## src/rtl/ram_block_engine.sv

```systemverilog
// Block FILL/COPY/COMPARE engine driving the three-port working RAM
// (read ports A/B, write port C); one word per clock, addresses wrap.
module ram_block_engine #(
  parameter int AWIDTH = 8,
  parameter int WIDTH  = 8
) (
  input  logic              clk,
  input  logic              rst_n,
  input  logic              start,
  input  logic [1:0]        op,
  input  logic [AWIDTH-1:0] src_addr,
  input  logic [AWIDTH-1:0] dst_addr,
  input  logic [AWIDTH:0]   length,
  input  logic [WIDTH-1:0]  fill_data,
  input  logic [WIDTH-1:0]  fill_step,
  output logic [AWIDTH-1:0] port_a_address,
  input  logic [WIDTH-1:0]  port_a_out,
  output logic [AWIDTH-1:0] port_b_address,
  input  logic [WIDTH-1:0]  port_b_out,
  output logic [AWIDTH-1:0] port_c_address,
  output logic [WIDTH-1:0]  port_c_data,
  output logic              port_c_we,
  output logic              busy,
  output logic              done,
  output logic              err,
  output logic [AWIDTH:0]   mismatch_count,
  output logic [AWIDTH-1:0] first_mismatch
);

  typedef enum logic [1:0] {IDLE, RUN, DRAIN, FINISH} state_t;

  localparam logic [1:0]      OP_FILL = 2'b00;
  localparam logic [1:0]      OP_COPY = 2'b01;
  localparam logic [1:0]      OP_CMP  = 2'b10;
  localparam logic [1:0]      OP_RSV  = 2'b11;
  localparam logic [AWIDTH:0] ONE     = 1;

  state_t              state, state_n;
  logic [1:0]          op_q;
  logic [AWIDTH:0]     cnt_q, mcnt_q;
  logic [AWIDTH-1:0]   a_q, b_q, c_q, idx_q, first_q;
  logic [WIDTH-1:0]    data_q, step_q;
  logic                we_q, pend_q, err_q;
  logic [AWIDTH-1:0]   gap;
  logic                overlap, reject, accept, last;

  // A COPY whose destination lies ahead of the source inside the range
  // would read words it already overwrote.
  assign gap     = dst_addr - src_addr;
  assign overlap = (op == OP_COPY) && (dst_addr != src_addr) && ({1'b0, gap} < length);
  assign reject  = (op == OP_RSV) || overlap;
  assign accept  = (state == IDLE) && start;
  assign last    = (cnt_q == ONE);

  always_ff @(posedge clk or negedge rst_n)
    if (!rst_n) state <= IDLE;
    else        state <= state_n;

  always_comb begin
    state_n = state;
    case (state)
      IDLE:    if (start) state_n = (reject || length == '0) ? FINISH : RUN;
      RUN:     if (last)  state_n = (op_q == OP_FILL) ? FINISH : DRAIN;
      DRAIN:   state_n = FINISH;
      default: state_n = IDLE;
    endcase
  end

  always_ff @(posedge clk or negedge rst_n) begin
    if (!rst_n) begin
      op_q    <= OP_FILL;
      cnt_q   <= '0;
      a_q     <= '0;
      b_q     <= '0;
      c_q     <= '0;
      idx_q   <= '0;
      data_q  <= '0;
      step_q  <= '0;
      we_q    <= 1'b0;
      pend_q  <= 1'b0;
      err_q   <= 1'b0;
      mcnt_q  <= '0;
      first_q <= '1;
    end else begin
      pend_q <= (state == RUN) && (op_q != OP_FILL);
      if (accept) begin
        op_q    <= op;
        cnt_q   <= length;
        a_q     <= src_addr;
        b_q     <= dst_addr;
        c_q     <= dst_addr;
        idx_q   <= '0;
        data_q  <= fill_data;
        step_q  <= fill_step;
        err_q   <= reject;
        mcnt_q  <= '0;
        first_q <= '1;
        we_q    <= (op == OP_FILL) && (length != '0);
      end
      if (state == RUN) begin
        cnt_q <= cnt_q - ONE;
        if (!last) begin
          a_q <= a_q + 1'b1;
          b_q <= b_q + 1'b1;
        end
        if (op_q == OP_FILL) begin
          data_q <= data_q - step_q;
          we_q   <= !last;
          if (!last) c_q <= c_q + 1'b1;
        end else if (op_q == OP_COPY) begin
          // Write trails the read by one cycle; DRAIN carries the final word.
          we_q <= 1'b1;
          if (we_q) c_q <= c_q + 1'b1;
        end
      end
      if (state == DRAIN) we_q <= 1'b0;
      if (pend_q && op_q == OP_CMP) begin
        idx_q <= idx_q + 1'b1;
        if (port_a_out != port_b_out) begin
          mcnt_q <= mcnt_q + ONE;
          if (first_q == '1) first_q <= idx_q;
        end
      end
    end
  end

  assign port_a_address = a_q;
  assign port_b_address = b_q;
  assign port_c_address = c_q;
  // COPY forwards read data straight to the write port in the same cycle.
  assign port_c_data    = (we_q && op_q == OP_COPY) ? port_a_out : data_q;
  assign port_c_we      = we_q;
  assign busy           = (state != IDLE);
  assign done           = (state == FINISH);
  assign err            = err_q;
  assign mismatch_count = mcnt_q;
  assign first_mismatch = first_q;

endmodule

```

## config.mk

```make
export PLATFORM = sky130hd
export DESIGN_NAME = ram_block_engine
export DESIGN_NICKNAME = d
export VERILOG_FILES = /design/src/rtl/ram_block_engine.sv
export SDC_FILE = /design/constraint.sdc
export NUM_CORES = 1
export LEC_CHECK = 0
export ABC_CLOCK_PERIOD_IN_PS = 7000
export CORE_MARGIN = 4
export CORE_UTILIZATION = 55
export CTS_CLUSTER_DIAMETER = 30
export DETAILED_ROUTE_END_ITERATION = 6
export HOLD_SLACK_MARGIN = 0.12
export PLACE_DENSITY = 0.86
export SLEW_MARGIN = 20
export SYNTH_ARGS = -nofsm -noshare
export SYNTH_HDL_FRONTEND = slang
export SYNTH_SLANG_ARGS = --single-unit
```

## constraint.sdc

```tcl
create_clock -name clk -period 7 [get_ports clk]
set_clock_uncertainty 0.2 [all_clocks]
set_input_delay 1.05 -clock clk [delete_from_list [all_inputs] [get_ports clk]]
set_output_delay 1.05 -clock clk [all_outputs]
set_load 0.01 [all_outputs]
```

==> flow_summary.toml <==
[cts]
path_clk_slew_ns = 0.08
cts_buffers = 9
clockRootBuffer = "clkbuf_8"
clock_latency_ns = 0.36
cts_tree = "yes"
cts_resized = 0
htree_levels = 3
post-cts-setup-buffers = 0
cts_buffer_depth = 2
cts_hold_buf = 0
cts_num_sinks = 81

[die]
start_util_pct = 57.66
fp.dieH_um = 104.5
io-pin-count = 115
rows = 34
die-area_um2 = 10930
coreArea_um2 = 8891
die_w_um = 104.5

[global_route]
grt.total_usage_pct = 25.36
antenna_found_initial = 0
overflow = 0
grt_pass1_wl_um = 22870
grt_start_max_net_pins = 82
grt_pass1_vias = 4749

[setup_path]
r2r_slack_ns = 3.73
crit_type = "in2reg"
critPathMaxStageDelay_ns = 0.50
worstPathArrival_ns = 4.55
critPathMostFrequentCell = "a21oi_1"
cp_max_fo = 4
crit_chain = "clkdlybuf4s50_1, inv_1, ha_1, inv_1, fa_1, a21o_1, a21oi_1, o21bai_1, a21oi_1, xnor2_1, ha_1, and4b_1, nand3_1, a21oi_1, a2111oi_0, o21ai_0, o21ai_0"
worst_path_max_delay_cell = "clkdlybuf4s50_1"
start_kind = "primary input"
worstSetupEndpointType = "register"
required_ns = 7.07

[synth]
synth_top_family_by_area = "simple AND/OR/NAND/NOR gates"
postSynthAreaPerCell_um2 = 8.718
yosysSeqAreaShare_pct = 39.74
synth.distinct_cells = 59
async_flop_share_pct = 100.0
syn_nets = 684
synth_top_area_share_pct = 35.64
synth_top_area_cell = "dfrtp_1"
ys_warn_count = 0
ys.flop_type = "dfrtp_1"
yosys.area_share.simple_pct = 20.33
syn_inst = 588
synth.cell_area_um2 = 5126
synthAdderAreaFrac_pct = 8.592
muxShareOfSynthArea_pct = 2.538
ys_ff_latch = 81
synth_edf_count = 0
synth_compound_area_share_pct = 19.26
netlist_top_cells_area = "dfrtp_1, ha_1, o21ai_0"
synthXorXnorAreaFrac_pct = 4.784

[layout]
nFillCells = 654
nNetsFinal = 788
fin_cells = 805
drive_gt1_share_pct = 6.743
antenna_cells = 0
syn2layout_area_growth_pct = 27.83
final_util_pct = 73.70
design_area_um2 = 6553

[detailed_routing]
antenna_left = 0
drt-pass1-iter-count = 4
drt_wl_total_um = 14120
drtIter0Drc = 294
vias = 4835
routed_via_density = 6.006
wl_per_cell_um = 17.54
drc_errors = 0

[flow_run]
maxCapViolCount = 0

[timing]
hold_viol = 0
slew_viol_final = 0
clock.fmax_mhz = 223.3
finalCritPeriodShare_pct = 63.98
setup_violations = 0
timing.setup.tns_ns = 0
worst_pin_slew_ns = 0.8417
relSlewSlack_pct = 43.89
fin_crit_ns = 4.479
rsz0062_at_grt = "no"
worst_slack_ns = 2.521

[pwr]
ir_worst_vdd_mv = 0.2248
power_density_nw_per_um2 = 419.1
power_leakage_nw = 2.827

[place]
io_buffers = 114
gp_congestion = 0.9178
place_inst = 788
place_ws_ns = 2.298
placed_cell_area_um2 = 6311
hpwl_um = 10300

[outcome]
status = "finished, final reports clean"

[hold_path]
hold_class = "reg2reg"
==> cell type report <==
cell class	count	area, um2	share of cell area (%)
repair buffers	117	1165	17.78
well taps	108	135.1	2.062
clock buffers	10	137.6	2.100
clock inverters	6	88.84	1.356
inverters	37	138.9	2.120
flip-flops and latches	81	2037	31.09
multi-input cells	446	2850	43.50
==> power breakdown <==
group,switching (mW),leakage (nW),total [mW],internal [mW]
Clock,0.181,0.109,0.392,0.211
Sequential,0.202,0.984,0.872,0.671
Combinational,0.789,1.73,1.48,0.692
Total,1.17,2.83,2.75,1.57
==> synth_stat cells, types with 9 or more instances <==
master / number
a21oi_1: 34
o21ai_0: 63
nand3_1: 24
inv_1: 37
nand2_1: 82
nor3_1: 16
a31oi_1: 11
xor2_1: 9
and3_1: 16
o22a_1: 9
ha_1: 32
dfrtp_1: 73
nor2_1: 31
clkbuf_1: 17
xnor2_1: 19
==> worst paths after layout <==
check,cells past startpoint,endpoint,from
hold reg to reg,2,step_q[0],step_q[0]
hold / removal,2,step_q[0],step_q[0]
setup reg to reg,7,port_c_address[2],state[1]
min in group asynchronous,1,step_q[2],rst_n
max in group asynchronous,1,idx_q[0],rst_n
setup / recovery,17,err,dst_addr[0]
==> metrics by stage <==
step                hold WS, ns  power [mW]
global placement         0.2630       2.261
CTS                      0.2958       2.739
finish                   0.2910       2.746
detailed placement       0.2770       2.325
floorplan                0.2497       1.783
global route             0.3457       2.947
==> worst max-delay path, delay by kind of cell <==
family	cells	cell delay, ns
AOI/OAI and AO/OA	8	1.55
xor gates and xnor gates	1	0.18
adders and majority gates	3	0.82
buffers and inverters	3	0.66
and+or+nand+nor	2	0.27
==> sequential cells by signal, summed over array words and instances, names as in the netlist, 8 cells and up <==
register and flops:
data_q 8, mismatch_count 9, port_c_address 8, cnt_q 9, port_b_address 8, port_a_address 8, first_mismatch 8, idx_q 8
step_q 8
==> layer usage <==
metal / vias to the layer above / track usage, % / routed length, um
li1: 2290 / - / -
met1: 2331 / 32.99 / 5973
met2: 185 / 42.62 / 6951
met3: 29 / 4.562 / 926
met4: 0 / 9.117 / 269
met5: - / 0 / 0
==> kinds of logic after synthesis <==
| group | Yosys count |
|---|---|
| mux | 12 |
| xor+xnor | 28 |
| simple gates | 214 |
| flops | 81 |
| fa+ha+maj | 34 |
| buf+inv | 61 |
| compound gates | 158 |
==> cell usage in the layout (no fill, tap or decap), types with 4 or more instances in the layout <==
cell | netlist | routed
a221o_1 | 4 | 4
a211oi_1 | 8 | 8
nor3b_1 | 5 | 5
mux2i_1 | 4 | 4
o21ai_0 | 63 | 63
nand4_1 | 8 | 8
nor4_1 | 4 | 4
nand2b_1 | 7 | 7
nor2b_1 | 4 | 4
dfstp_2 | 8 | 8
or2_2 | 4 | 4
xor2_1 | 9 | 9
clkbuf_8 | 0 | 10
dfrtp_1 | 73 | 73
inv_1 | 37 | 37
nor2_1 | 31 | 31
a31oi_1 | 11 | 11
o31ai_1 | 4 | 4
mux2_2 | 8 | 8
nand3_1 | 24 | 24
a211o_1 | 4 | 4
ha_1 | 32 | 32
xnor2_1 | 19 | 19
nor3_1 | 16 | 16
and3_1 | 16 | 16
nand2_1 | 82 | 82
clkdlybuf4s50_1 | 0 | 113
a21oi_1 | 34 | 34
o22a_1 | 9 | 9
(Power assumes the default switching activity.)
